--- src/rtl/if_stage_if.sv ---
// Fetch-side memory bus of if_stage: request/accept handshake plus in-order responses.
interface if_stage_if #(
  parameter int ADDR_W = 32,
  parameter int INST_W = 32
);
  logic              mem_req_o;
  logic [ADDR_W-1:0] mem_addr_o;
  logic              mem_ready_i;
  logic              mem_rvalid_i;
  logic [INST_W-1:0] mem_rdata_i;

  modport master (
    output mem_req_o,
    output mem_addr_o,
    input  mem_ready_i,
    input  mem_rvalid_i,
    input  mem_rdata_i
  );

  modport slave (
    input  mem_req_o,
    input  mem_addr_o,
    output mem_ready_i,
    output mem_rvalid_i,
    output mem_rdata_i
  );
endinterface

--- src/rtl/if_stage.sv ---
// Instruction-fetch stage: credit-limited in-order fetch into a small {pc, inst} buffer
// feeding decode; a flush redirects the PC and discards every response still in flight.
module if_stage #(
  parameter int                ADDR_W     = 32,
  parameter int                INST_W     = 32,
  parameter logic [ADDR_W-1:0] RESET_PC   = '0,
  parameter int                FIFO_DEPTH = 2
) (
  input  logic              clk,
  input  logic              rst,
  input  logic              stall_i,
  input  logic              flush_i,
  input  logic [ADDR_W-1:0] redirect_pc_i,
  if_stage_if.master        mem,
  output logic [ADDR_W-1:0] pc_o,
  output logic [INST_W-1:0] inst_o,
  output logic              inst_valid_o
);
  localparam int               PTR_W   = (FIFO_DEPTH > 1) ? $clog2(FIFO_DEPTH) : 1;
  localparam int               CNT_W   = PTR_W + 1;
  localparam logic [CNT_W-1:0] DEPTH_C = CNT_W'(FIFO_DEPTH);

  localparam logic [1:0] BOOT  = 2'd0;
  localparam logic [1:0] FETCH = 2'd1;
  localparam logic [1:0] DRAIN = 2'd2;

  logic [1:0]        state;
  logic [ADDR_W-1:0] fetch_pc;
  logic [ADDR_W-1:0] resp_pc;
  logic [CNT_W-1:0]  outstanding;
  logic [CNT_W-1:0]  outstanding_nxt;
  logic [CNT_W-1:0]  discard;
  logic [CNT_W-1:0]  count;
  logic [PTR_W-1:0]  rd_ptr;
  logic [PTR_W-1:0]  wr_ptr;
  logic [ADDR_W-1:0] pc_mem   [FIFO_DEPTH];
  logic [INST_W-1:0] inst_mem [FIFO_DEPTH];

  logic empty, full, req, accept, rsp, drop, push, pop;

  assign empty = (count == '0);
  assign full  = (count == DEPTH_C);

  // Credit rule on registered counts only, so mem_req_o never depends on an input.
  assign req    = (state == FETCH) && ((outstanding + count) < DEPTH_C);
  assign accept = req && mem.mem_ready_i;
  assign rsp    = mem.mem_rvalid_i && (outstanding != '0);
  assign drop   = rsp && (discard != '0);
  assign push   = rsp && (discard == '0) && !flush_i;
  assign pop    = !empty && !stall_i && !flush_i;

  assign outstanding_nxt = outstanding + CNT_W'(accept) - CNT_W'(rsp);

  assign mem.mem_req_o  = req;
  assign mem.mem_addr_o = fetch_pc;

  assign inst_valid_o = !empty;
  assign pc_o         = empty ? '0 : pc_mem[rd_ptr];
  assign inst_o       = empty ? '0 : inst_mem[rd_ptr];

  always_ff @(posedge clk) begin
    if (push) begin
      pc_mem[wr_ptr]   <= resp_pc;
      inst_mem[wr_ptr] <= mem.mem_rdata_i;
    end
  end

  always_ff @(posedge clk or negedge rst) begin
    if (!rst) begin
      state       <= BOOT;
      fetch_pc    <= RESET_PC;
      resp_pc     <= RESET_PC;
      outstanding <= '0;
      discard     <= '0;
      count       <= '0;
      rd_ptr      <= '0;
      wr_ptr      <= '0;
    end else begin
      outstanding <= outstanding_nxt;
      if (flush_i) begin
        // Everything still owed by memory after this edge belongs to the old path.
        fetch_pc <= redirect_pc_i;
        resp_pc  <= redirect_pc_i;
        discard  <= outstanding_nxt;
        count    <= '0;
        rd_ptr   <= '0;
        wr_ptr   <= '0;
        state    <= (outstanding_nxt != '0) ? DRAIN : FETCH;
      end else begin
        if (accept) fetch_pc <= fetch_pc + ADDR_W'(4);
        if (drop)   discard  <= discard - CNT_W'(1);
        if (push) begin
          resp_pc <= resp_pc + ADDR_W'(4);
          wr_ptr  <= wr_ptr + PTR_W'(1);
        end
        if (pop) rd_ptr <= rd_ptr + PTR_W'(1);
        count <= count + CNT_W'(push) - CNT_W'(pop);
        case (state)
          BOOT:    state <= FETCH;
          DRAIN:   if (discard == '0) state <= FETCH;
          default: state <= state;
        endcase
      end
    end
  end

  a_no_overflow: assert property (@(posedge clk) disable iff (!rst) !(push && !pop && full));
  a_rvalid_expected: assert property (@(posedge clk) disable iff (!rst)
                                      !(mem.mem_rvalid_i && (outstanding == '0)));
endmodule

--- src/flat_wrapper.sv ---
// flat-port wrapper written by rule: the top's interface ports become plain ports
module if_stage_flat 
#(
  parameter int                ADDR_W     = 32,
  parameter int                INST_W     = 32,
  parameter logic [ADDR_W-1:0] RESET_PC   = '0,
  parameter int                FIFO_DEPTH = 2
)
  (clk, rst, stall_i, flush_i, redirect_pc_i, pc_o, inst_o, inst_valid_o, mem_mem_req_o, mem_mem_addr_o, mem_mem_ready_i, mem_mem_rvalid_i, mem_mem_rdata_i);
  if_stage_if #(.ADDR_W(ADDR_W), .INST_W(INST_W)) mem_i ();
  input  logic clk;
  input  logic rst;
  input  logic stall_i;
  input  logic flush_i;
  input  logic [ADDR_W-1:0] redirect_pc_i;
  output logic [ADDR_W-1:0] pc_o;
  output logic [INST_W-1:0] inst_o;
  output logic inst_valid_o;
  output wire logic [$bits(mem_i.mem_req_o)-1:0] mem_mem_req_o;
  output wire logic [$bits(mem_i.mem_addr_o)-1:0] mem_mem_addr_o;
  input wire logic [$bits(mem_i.mem_ready_i)-1:0] mem_mem_ready_i;
  input wire logic [$bits(mem_i.mem_rvalid_i)-1:0] mem_mem_rvalid_i;
  input wire logic [$bits(mem_i.mem_rdata_i)-1:0] mem_mem_rdata_i;
  assign mem_mem_req_o = mem_i.mem_req_o;
  assign mem_mem_addr_o = mem_i.mem_addr_o;
  assign mem_i.mem_ready_i = mem_mem_ready_i;
  assign mem_i.mem_rvalid_i = mem_mem_rvalid_i;
  assign mem_i.mem_rdata_i = mem_mem_rdata_i;
  if_stage #(.ADDR_W(ADDR_W), .INST_W(INST_W), .RESET_PC(RESET_PC), .FIFO_DEPTH(FIFO_DEPTH)) u_core (.clk(clk), .rst(rst), .stall_i(stall_i), .flush_i(flush_i), .redirect_pc_i(redirect_pc_i), .mem(mem_i), .pc_o(pc_o), .inst_o(inst_o), .inst_valid_o(inst_valid_o));
endmodule
--- config.mk ---
export PLATFORM = sky130hd
export DESIGN_NAME = if_stage_flat
export DESIGN_NICKNAME = d
export VERILOG_FILES = /design/src/rtl/if_stage_if.sv /design/src/rtl/if_stage.sv /design/src/flat_wrapper.sv
export SDC_FILE = /design/constraint.sdc
export NUM_CORES = 1
export LEC_CHECK = 0
export ABC_CLOCK_PERIOD_IN_PS = 15600
export BUFFER_PORTS_ARGS = -buffer_cell sky130_fd_sc_hd__buf_2
export CORE_ASPECT_RATIO = 1.4
export CORE_UTILIZATION = 61
export CTS_CLUSTER_DIAMETER = 200
export DETAILED_ROUTE_END_ITERATION = 12
export PLACE_DENSITY = 0.9
export SLEW_MARGIN = 0
export SYNTH_ARGS = -nofsm -noshare
export SYNTH_HDL_FRONTEND = slang
export SYNTH_SLANG_ARGS = --single-unit
--- constraint.sdc ---
create_clock -name clk -period 15.6 [get_ports clk]
set_clock_uncertainty 0.05 [all_clocks]
set_input_delay 1.56 -clock clk [delete_from_list [all_inputs] [get_ports clk]]
set_output_delay 1.56 -clock clk [all_outputs]
set_load 0.03 [all_outputs]
==> reports/qor.csv, run 1 <==
metric;value;unit
setup_viol;0;
rsz0062_at_grt;false;
grt_pass1_wl;35150;um
crit_chain;buf_2 > inv_1 > buf_4 > and3_2 > buf_4;
clk_latency;0.49;ns
antenna_found_initial;1;
vias;7427;
irDropWorstVdd;112.0;uV
cts_made_buffers;20;
synth.cell_area;9607;um^2
dpl.cell_count;1124;
drv_cap;0;
tightest_slew;1.080;ns
drive_above_1_share;23.24;%
crit_top_cell;buf_4;
ctsHoldBuffers;0;
die_y;150.5;um
drc;0;
synthesis.nets;885;
root_buffer;clkbuf_16;
synth_ff_type;edfxtp_1;
grt_max_degree;75;
crit_fanout;64;
drt_pass1_iterations;6;
fmax;0.2509;GHz
coreArea;15190;um^2
htreeDepth;1;
crit_path_start_kind;input port;
diodes;0;
die_x;108.1;um
final_cells;1160;
cts.sinks;202;
endpoint_kind;register;
leakagePower;4.254;nW
synthCells;808;
io_pins;168;
final_nets;1031;
gp_congestion;0.9146;
post-route-period-util;25.55;%
worst_hold_slack;0.4304;ns
syn_to_final_growth;17.01;%
via_per_inst;6.403;
worst_path_largest_cell_delay;0.74;ns
crit_type;input port to register;
post_drt_wl_per_cell;19.34;um
placed_area;10550;um^2
num_rows;53;
syn_avg_cell_area;11.89;um^2
hp-class;register to register;
status;finished clean;
place_ws;11.18;ns
worstPathArrival;4.05;ns
overflow;0;
layout_setup_ws;11.61;ns
hold_viol_final;0;
yosys_warnings;0;
min_period;3.985;ns
setup_tns;0;ns
slew_headroom;27.99;%
crit_slowest_cell;inv_1;
grt_pass1_vias;7088;
wirelength;22440;um
postCtsSetupRepairBufs;0;
slew_violations;0;
cts_resized;0;
stdcell_area;11240;um^2
io_buffers;167;
ys_ff_latch;202;
dp_hpwl;14540;um
clk_pin_slew;0.06;ns
cts_tree;yes;
synth_cell_type_count;62;
dieArea;16260;um^2
ys_seq_area_share;59.29;%
synth_edf_count;128;
powerDensity;143.5;nW/um^2
worst_ep_required_time;15.66;ns
first_iter_violations;680;
cts_buffer_depth;3;
initial_utilization;63.26;%
fill_cells;1032;
postRouteAntennaNets;0;
grtUsageTotal;27.79;%
synthArstFlopShare;36.63;%
[power breakdown]
part / switching (W) / total, W / internal [W]
clock network: 0.000195 / 0.000499 / 0.000304
logic: 0.000291 / 0.000422 / 0.000131
registers: 0.0000654 / 0.000692 / 0.000626
[cell families (layout without fill, tap and decap cells)]
family	count (synthesis)	after routing	synth area share, %
and+or+nand+nor	305	305	17.17
DFF	202	202	59.29
AOI/OAI and AO/OA	134	134	10.69
buffers and inverters	74	234	3.152
muxes	66	66	6.890
xor gates and xnor gates	20	20	1.902
adders and majority gates	7	7	0.9117
[cell usage after synthesis, types with 14 or more instances]
cell      number  area, um^2
a211oi_1      18       135.1
a311oi_1      16       140.1
a31oi_1       16       100.1
and4_1        17       148.9
clkbuf_1      35       131.4
dfrtp_1       74        1852
edfxtp_1     128        3844
inv_1         23       86.33
mux2i_1       65       650.6
nand2_1       26       97.59
nand3_1       26       130.1
nand4_1       25       156.4
nor2_1       104       390.4
nor3_1        19       95.09
nor4_1        19       118.9
o21ai_0       14       70.07
o31ai_1       15       112.6
xnor2_1       14       122.6
[sequential cells by signal, summed over array words and instances (netlist names)]
| signal | cells |
|---|---|
| u_core.rd_ptr | 1 |
| u_core.state | 2 |
| u_core.resp_pc | 32 |
| u_core.mem.mem_addr_o | 32 |
| u_core.count | 2 |
| u_core.outstanding | 2 |
| u_core.discard | 2 |
| u_core.inst_mem | 64 |
| u_core.pc_mem | 64 |
| u_core.wr_ptr | 1 |
[cell usage in the layout, fill, tap and decap left out, types with 13 or more instances in the layout]
cell type,netlist,final
a211oi_1,18,18
a311oi_1,16,16
a31oi_1,16,16
and4_1,17,17
buf_2,7,167
clkbuf_16,0,21
dfrtp_1,74,73
edfxtp_1,128,128
inv_1,23,23
mux2i_1,65,65
nand2_1,26,26
nand3_1,26,26
nand4_1,25,25
nor2_1,104,103
nor3_1,19,18
nor4_1,19,19
o21ai_0,14,14
o31ai_1,15,15
xnor2_1,14,13
[area by class of cell]
type,count,area (um^2),share of cell area [%]
Timing Repair Buffer,175,895.9,7.970
Inverter,23,86.33,0.7680
Tap cell,192,240.2,2.137
Multi-Input combinational cell,532,3630,32.29
Sequential cell,202,5699,50.70
Clock buffer,24,556.8,4.953
Clock inverter,12,132.6,1.180
[per-stage QoR]
| stage | total power, W | util [%] |
|---|---|---|
| after floorplan | 0.0009922 | - |
| after detailed placement | 0.001116 | 69.48 |
| final | 0.001613 | 74.02 |
| after global routing | 0.001677 | 74.02 |
| after global placement | 0.001102 | 69.48 |
| after CTS | 0.001617 | 74.02 |
[metal layers]
| layer | GRT usage, % | vias up | routed length, um |
|---|---|---|---|
| met2 | 49.94 | 387 | 11580 |
| met5 | 0 | - | 11 |
| met1 | 33.78 | 3552 | 8449 |
| li1 | - | 3420 | - |
| met4 | 10.07 | 2 | 727 |
| met3 | 3.896 | 66 | 1671 |
[final timing paths]
check,from,endpoint,slack [ns],cells after the start
worst max-delay path,flush_i,u_core.inst_mem[1][15],11.61,5
min in group asynchronous,rst,u_core.mem.mem_addr_o[10],1.26,2
max in group asynchronous,rst,u_core.rd_ptr,13.51,2
worst min register to register,u_core.resp_pc[1],u_core.pc_mem[1][1],0.43,0
worst min-delay path,u_core.resp_pc[1],u_core.pc_mem[1][1],0.43,0
worst max register to register,u_core.outstanding[1],u_core.state[1],12.98,9
[worst max-delay path, delay by kind of cell]
family	cells	cell delay [ns]
and+or+nand+nor	1	0.27
buffers and inverters	4	2.17
(Power assumes the default switching activity.)
==> run 2, diff against run 1 <==
--- a/config.mk
+++ b/config.mk
@@ -5,13 +5,13 @@
 export SDC_FILE = /design/constraint.sdc
 export NUM_CORES = 1
 export LEC_CHECK = 0
-export ABC_CLOCK_PERIOD_IN_PS = 15600
+export ABC_CLOCK_PERIOD_IN_PS = 3900
 export BUFFER_PORTS_ARGS = -buffer_cell sky130_fd_sc_hd__buf_2
 export CORE_ASPECT_RATIO = 1.4
-export CORE_UTILIZATION = 61
+export CORE_UTILIZATION = 56
 export CTS_CLUSTER_DIAMETER = 200
 export DETAILED_ROUTE_END_ITERATION = 12
-export PLACE_DENSITY = 0.9
+export PLACE_DENSITY = 0.84
 export SLEW_MARGIN = 0
 export SYNTH_ARGS = -nofsm -noshare
 export SYNTH_HDL_FRONTEND = slang
==> constraint.sdc (replaced) <==
create_clock -name clk -period 3.9 [get_ports clk]
set_clock_uncertainty 0.05 [all_clocks]
set_input_delay 0.39 -clock clk [delete_from_list [all_inputs] [get_ports clk]]
set_output_delay 0.39 -clock clk [all_outputs]
set_load 0.03 [all_outputs]
==> run 2 against run 1 <==
Against the previous run:
- routed wire length fell by 1.9%
- critical path depth down 1
- via count shrank 1.4%
- register-to-register slack worse by 12 ns
- first-iteration DRC count is 7.8% higher
- count of clock-buffer cells in the layout is the same
- highest routed layer is now met4
==> reports/qor.csv, run 2 (synthesis gave the netlist of run 1 again) <==
metric;value;unit;change
tightest_slew;1.124;ns;+0.04350 ns
via_per_inst;6.231;;-2.7%
drt_pass1_iterations;6;;unchanged
holdPathStages;1;;+1
coreArea;16750;um^2;+10%
fill_cells;1250;;+21%
antenna_found_initial;1;;unchanged
irDropWorstVdd;459.7;uV;+310%
combPwrFrac;26.7;%;+0.5 points
seq_area;5699;um^2;unchanged
clk_latency;0.49;ns;about the same
cts_tree;yes;;
dieArea;17690;um^2;+8.8%
cts_made_buffers;20;;unchanged
crit_path_start_kind;register;;
num_rows;56;;+5.7%
powerDensity;555.7;nW/um^2;+290%
r2r_cells;9;;unchanged
setup_viol;0;;unchanged
swShare;34.91;%;+0.71 points
first_iter_violations;733;;+7.8%
endpoint_kind;output port;;
grt_max_degree;75;;unchanged
worstPathArrival;2.33;ns;-1.72 ns
vias;7322;;-1.4%
multi_input_area;3628;um^2;about the same
slew_violations;0;;unchanged
cp_top_family;simple AND/OR/NAND/NOR gates;;
fmax;0.3605;GHz;
cts_buffer_depth;3;;unchanged
hold_end;u_core.inst_mem[0][23];;
cp_num_buf_inv;2;;-2
dp_hpwl;14820;um;+1.9%
grt_pass1_wl;34590;um;-1.6%
die_y;157.0;um;+4.3%
p_clk_share;29.0;%;-2.0 points
final_nets;1034;;+0.29%
setup_tns;0;ns;unchanged
post-route-period-util;71.14;%;
hold_viol_final;0;;unchanged
io_buffers;167;;unchanged
leakagePower;4.233;nW;-0.49%
root_buffer;clkbuf_16;;
postRouteAntennaNets;0;;unchanged
drive_above_1_share;23.38;%;+0.13 points
layout_common_cells;buf_2 (167), edfxtp_1 (128), nor2_1 (103);;
drc;0;;unchanged
grtUsageTotal;24.74;%;-3.0 points
htreeDepth;1;;unchanged
slew_headroom;25.09;%;-2.9 points
crit_chain;nor2_4 > buf_4 > nor2_1 > buf_2;;
syn_to_final_growth;16.93;%;about the same
crit_type;register to output port;;
min_period;2.774;ns;
initial_utilization;57.37;%;-5.9 points
drv_cap;0;;unchanged
placed_area;10590;um^2;+0.38%
io_pins;168;;unchanged
clk_pin_slew;0.06;ns;about the same
worstReg2RegEnd;u_core.state[1];;
worst-r2r-setup-slack;1.43;ns;-11.55 ns
wirelength;22000;um;-1.9%
overflow;0;;unchanged
cts.sinks;202;;unchanged
crit_fanout;37;;-42%
post_drt_wl_per_cell;18.72;um;-3.2%
gp_congestion;0.8802;;-3.8%
total_power;0.006243;W;+290%
hp-class;input port to register;;
rsz0062_at_grt;false;;
worst_ep_required_time;3.46;ns;-12.20 ns
p_int;0.004063;W;+280%
status;finished clean;;
r2r_start;u_core.outstanding[1];;
grt_pass1_vias;7020;;-0.96%
p_seq_share;44.3;%;+1.4 points
worst_path_largest_cell_delay;0.62;ns;-0.12 ns
cp-startpoint;u_core.count[1];;
final_common_cell;buf_2;;
die_x;112.7;um;+4.3%
stdcell_area;11230;um^2;about the same
reg_top3;u_core.inst_mem (64), u_core.pc_mem (64);;
hp-start;mem_mem_rdata_i[23];;
crit_slowest_cell;nor2_4;;
switchingPower;0.002179;W;+300%
## run 2: cell count changes in the layout (fill, tap and decap cells not counted), sizes merged
cell,previous run,this run
diode,0,1
buf,175,177
inv,24,25
bufinv,3,0
clkinv,8,9
dlygate4sd3,0,1
clkinvlp,0,1
## run 2: repair_timing
action | in CTS | in global routing
hold buffers | 1 | 0
gates resized for setup | 0 | 0
hold endpoints to repair | 74 | 0
buffers inserted | 0 | 0
## run 2: final cells by class
class                           count  area share [%]
Antenna cell                        1         0.02228
Clock buffer                       24           4.957
Clock inverter                     12          0.6460
Inverter                           23          0.7685
Multi-Input combinational cell    532           32.30
Sequential cell                   202           50.74
Tap cell                          203           2.261
Timing Repair Buffer              178           8.309
## run 2: how the worst max path moves through the flow
stage | endpoint | slack (ns) | depth (start not counted)
3_5_place_dp | u_core.inst_mem[0][14] | 1.45 | 5
6_report | inst_o[11] | 1.13 | 4
3_3_place_gp | u_core.inst_mem[0][20] | 1.53 | 5
5_1_grt | pc_o[2] | 0.96 | 4
4_1_cts | inst_o[3] | 1.06 | 4
2_1_floorplan | u_core.inst_mem[1][0] | 0.58 | 5
## run 2: power groups by stage
| stage | clock network [W] | registers [W] | logic, W |
|---|---|---|---|
| 6_report | 0.00181 | 0.00277 | 0.00167 |
| 5_1_grt | 0.00192 | 0.00280 | 0.00180 |
| 4_1_cts | 0.00185 | 0.00276 | 0.00166 |
| 3_5_place_dp | 0 | 0.00281 | 0.00166 |
| 3_3_place_gp | 0 | 0.00279 | 0.00162 |
| 2_1_floorplan | 0 | 0.00275 | 0.00122 |
## run 2: layer usage
metal	GRT usage (%)	vias up	share of wire, %
li1	-	3420	-
met1	30.70	3538	40
met2	43.09	321	51
met3	3.889	43	6.7
met4	10.48	0	2.7
met5	0	-	0
## run 2: stage by stage
stage | setup slack, ns | std cells | utilization [%] | hold slack (ns)
finish | 1.126 | 1175 | 67.08 | 0.04175
global route | 0.9574 | 1175 | 67.08 | 0.03101
CTS | 1.065 | 1174 | 67.07 | 0.02829
detailed placement | 1.453 | 1137 | 63.25 | 0.4101
global placement | 1.531 | 1137 | 63.25 | 0.3984
floorplan | 0.5788 | 808 | - | 0.04441
==> run 3, diff against run 2 <==
--- a/config.mk
+++ b/config.mk
@@ -5,13 +5,13 @@
 export SDC_FILE = /design/constraint.sdc
 export NUM_CORES = 1
 export LEC_CHECK = 0
-export ABC_CLOCK_PERIOD_IN_PS = 3900
+export ABC_CLOCK_PERIOD_IN_PS = 2400
 export BUFFER_PORTS_ARGS = -buffer_cell sky130_fd_sc_hd__buf_2
 export CORE_ASPECT_RATIO = 1.4
-export CORE_UTILIZATION = 56
+export CORE_UTILIZATION = 51
 export CTS_CLUSTER_DIAMETER = 200
 export DETAILED_ROUTE_END_ITERATION = 12
-export PLACE_DENSITY = 0.84
+export PLACE_DENSITY = 0.81
 export SLEW_MARGIN = 0
 export SYNTH_ARGS = -nofsm -noshare
 export SYNTH_HDL_FRONTEND = slang
==> constraint.sdc (replaced) <==
create_clock -name clk -period 2.4 [get_ports clk]
set_clock_uncertainty 0.05 [all_clocks]
set_input_delay 0.24 -clock clk [delete_from_list [all_inputs] [get_ports clk]]
set_output_delay 0.24 -clock clk [all_outputs]
set_load 0.03 [all_outputs]
==> run 3 against run 2 <==
Against the previous run:
- combinational power grew 78%
- count of clock-buffer cells in the layout grew 2
- clock power up 73%
- cell count increased by 8.3%
- power increased by 69%
- critical endpoint is now mem_mem_req_o
==> reports/qor.csv, run 3 (synthesis gave the netlist of run 1 again) <==
metric;value;unit;change
grt_max_degree;75;;unchanged
vias;7615;;+4.0%
cts_tree;yes;;
worstReg2RegEnd;u_core.state[1];;
worst-r2r-setup-slack;0.19;ns;-1.24 ns
crit_path_start_kind;register;;
multi_input_area;3635;um^2;+0.17%
drc;0;;unchanged
io_buffers;167;;unchanged
fill_cells;1420;;+14%
gp_congestion;0.9394;;+6.7%
cts_buffer_depth;3;;unchanged
setup_viol;0;;unchanged
overflow;0;;unchanged
p_clk_share;29.8;%;+0.8 points
place_ws;0.2166;ns;-1.237 ns
r2r_cells;8;;-1
via_per_inst;5.987;;-3.9%
worst_ep_required_time;2.11;ns;-1.35 ns
hold_end;u_core.resp_pc[21];;
slew_headroom;40.76;%;+16 points
dieArea;19400;um^2;+9.6%
postRouteAntennaNets;0;;unchanged
final_common_cell;buf_2;;
p_seq_share;42.0;%;-2.3 points
post_drt_wl_per_cell;18.75;um;+0.14%
grt_pass1_wl;38060;um;+10%
switchingPower;0.003600;W;+65%
p_int;0.006928;W;+71%
tightest_slew;0.8847;ns;-0.2390 ns
coreArea;18530;um^2;+11%
setup_tns;0;ns;unchanged
hp-start;redirect_pc_i[21];;
drv_cap;0;;unchanged
grtUsageTotal;24.65;%;-0.095 points
swShare;34.20;%;-0.71 points
num_rows;59;;+5.4%
crit_fanout;20;;-46%
wirelength;23850;um;+8.4%
irDropWorstVdd;547.3;uV;+19%
slew_violations;0;;unchanged
drive_above_1_share;23.54;%;+0.16 points
seq_area;5699;um^2;unchanged
final_nets;1091;;+5.5%
endpoint_kind;output port;;
utilization;64.45;%;-2.6 points
htreeDepth;1;;unchanged
worstPathArrival;1.99;ns;-0.34 ns
worst_hold_slack;0.02361;ns;-0.01814 ns
antenna_found_initial;0;;-1
die_y;164.4;um;+4.7%
hold_viol_final;0;;unchanged
rsz0062_at_grt;false;;
dp_hpwl;15520;um;+4.7%
root_buffer;clkbuf_16;;
leakagePower;4.527;nW;+6.9%
layout_common_cells;buf_2 (167), edfxtp_1 (128), nor2_1 (103);;
io_pins;168;;unchanged
fmax;0.4378;GHz;
r2r_start;u_core.count[1];;
holdPathStages;3;;+2
syn_to_final_growth;24.32;%;
min_period;2.284;ns;
clk_latency;0.49;ns;about the same
stdcell_area;11940;um^2;+6.3%
layout_setup_ws;0.1157;ns;-1.010 ns
diodes;0;;-1
placed_area;10810;um^2;+2.1%
drt_pass1_iterations;4;;-2
combPwrFrac;28.2;%;+1.5 points
reg_top3;u_core.inst_mem (64), u_core.pc_mem (64);;
post-route-period-util;95.18;%;
cts_made_buffers;20;;unchanged
grt_pass1_vias;7301;;+4.0%
powerDensity;881.6;nW/um^2;+59%
hp-class;input port to register;;
die_x;118.0;um;+4.7%
crit_type;register to output port;;
status;finished clean;;
cts.sinks;202;;unchanged
clk_pin_slew;0.06;ns;about the same
first_iter_violations;742;;+1.2%
initial_utilization;51.85;%;-5.5 points
run 3: cell types whose count changed in the layout (fill, tap and decap cells not counted), sizes merged:
cell,delta
clkbuf,+2
bufinv,+2
buf,+14
inv,-2
dlygate4sd3,+43
diode,-1
clkinv,-2
run 3: final cells by class:
| cell class | instances | share of cell area, % |
|---|---|---|
| clock inverter | 10 | 0.8172 |
| sequential | 202 | 47.72 |
| timing repair buffer | 235 | 13.02 |
| tap | 244 | 2.556 |
| clock buffer | 26 | 4.725 |
| inverter | 23 | 0.7229 |
| multi-input combinational | 532 | 30.43 |
run 3: through the flow:
stage	total power [W]	std cells
3_5_place_dp	0.007351	1191
5_1_grt	0.01100	1272
2_1_floorplan	0.006464	808
3_3_place_gp	0.007283	1191
4_1_cts	0.01057	1272
6_report	0.01053	1272
run 3: power by group through the flow:
stage                     registers [W]  clock network, W  logic [W]
after global placement          0.00448                 0    0.00281
after detailed placement        0.00450                 0    0.00285
after floorplan                 0.00446                 0    0.00200
after global routing            0.00446           0.00334    0.00319
after CTS                       0.00441           0.00320    0.00296
final                           0.00443           0.00313    0.00297
run 3: worst max path at each step:
stage | slack (ns) | startpoint | cells after the start | endpoint
floorplan | -0.68 | u_core.discard[0] | 5 | u_core.inst_mem[0][0]
finish | 0.12 | u_core.count[1] | 5 | mem_mem_req_o
global placement | 0.30 | u_core.discard[0] | 5 | u_core.inst_mem[0][22]
CTS | 0.06 | u_core.outstanding[1] | 5 | mem_mem_req_o
global route | 0.02 | u_core.count[1] | 5 | mem_mem_req_o
detailed placement | 0.22 | u_core.outstanding[1] | 8 | u_core.state[1]
run 3: routing by layer:
| metal | wire length, um | global-route usage (%) |
|---|---|---|
| met1 | 9253 | 30.17 |
| met2 | 12490 | 44.65 |
| met3 | 1497 | 3.591 |
| met4 | 608 | 8.217 |
| met5 | 0 | 0 |
run 3: timing repair:
action / CTS / global route
pin swaps: 0 / 1
hold buffers: 44 / 0
resized for setup: 0 / 1
setup buffers: 1 / 0
endpoints found under the hold margin: 151 / 0
endpoints found under the setup margin: 4 / 1
run 3: critical path, cell delays in order (launching register included):
cell	delay, ns
dfrtp_1	0.46
xnor2_2	0.28
xor2_1	0.25
buf_6	0.23
nor2_1	0.09
buf_2	0.19
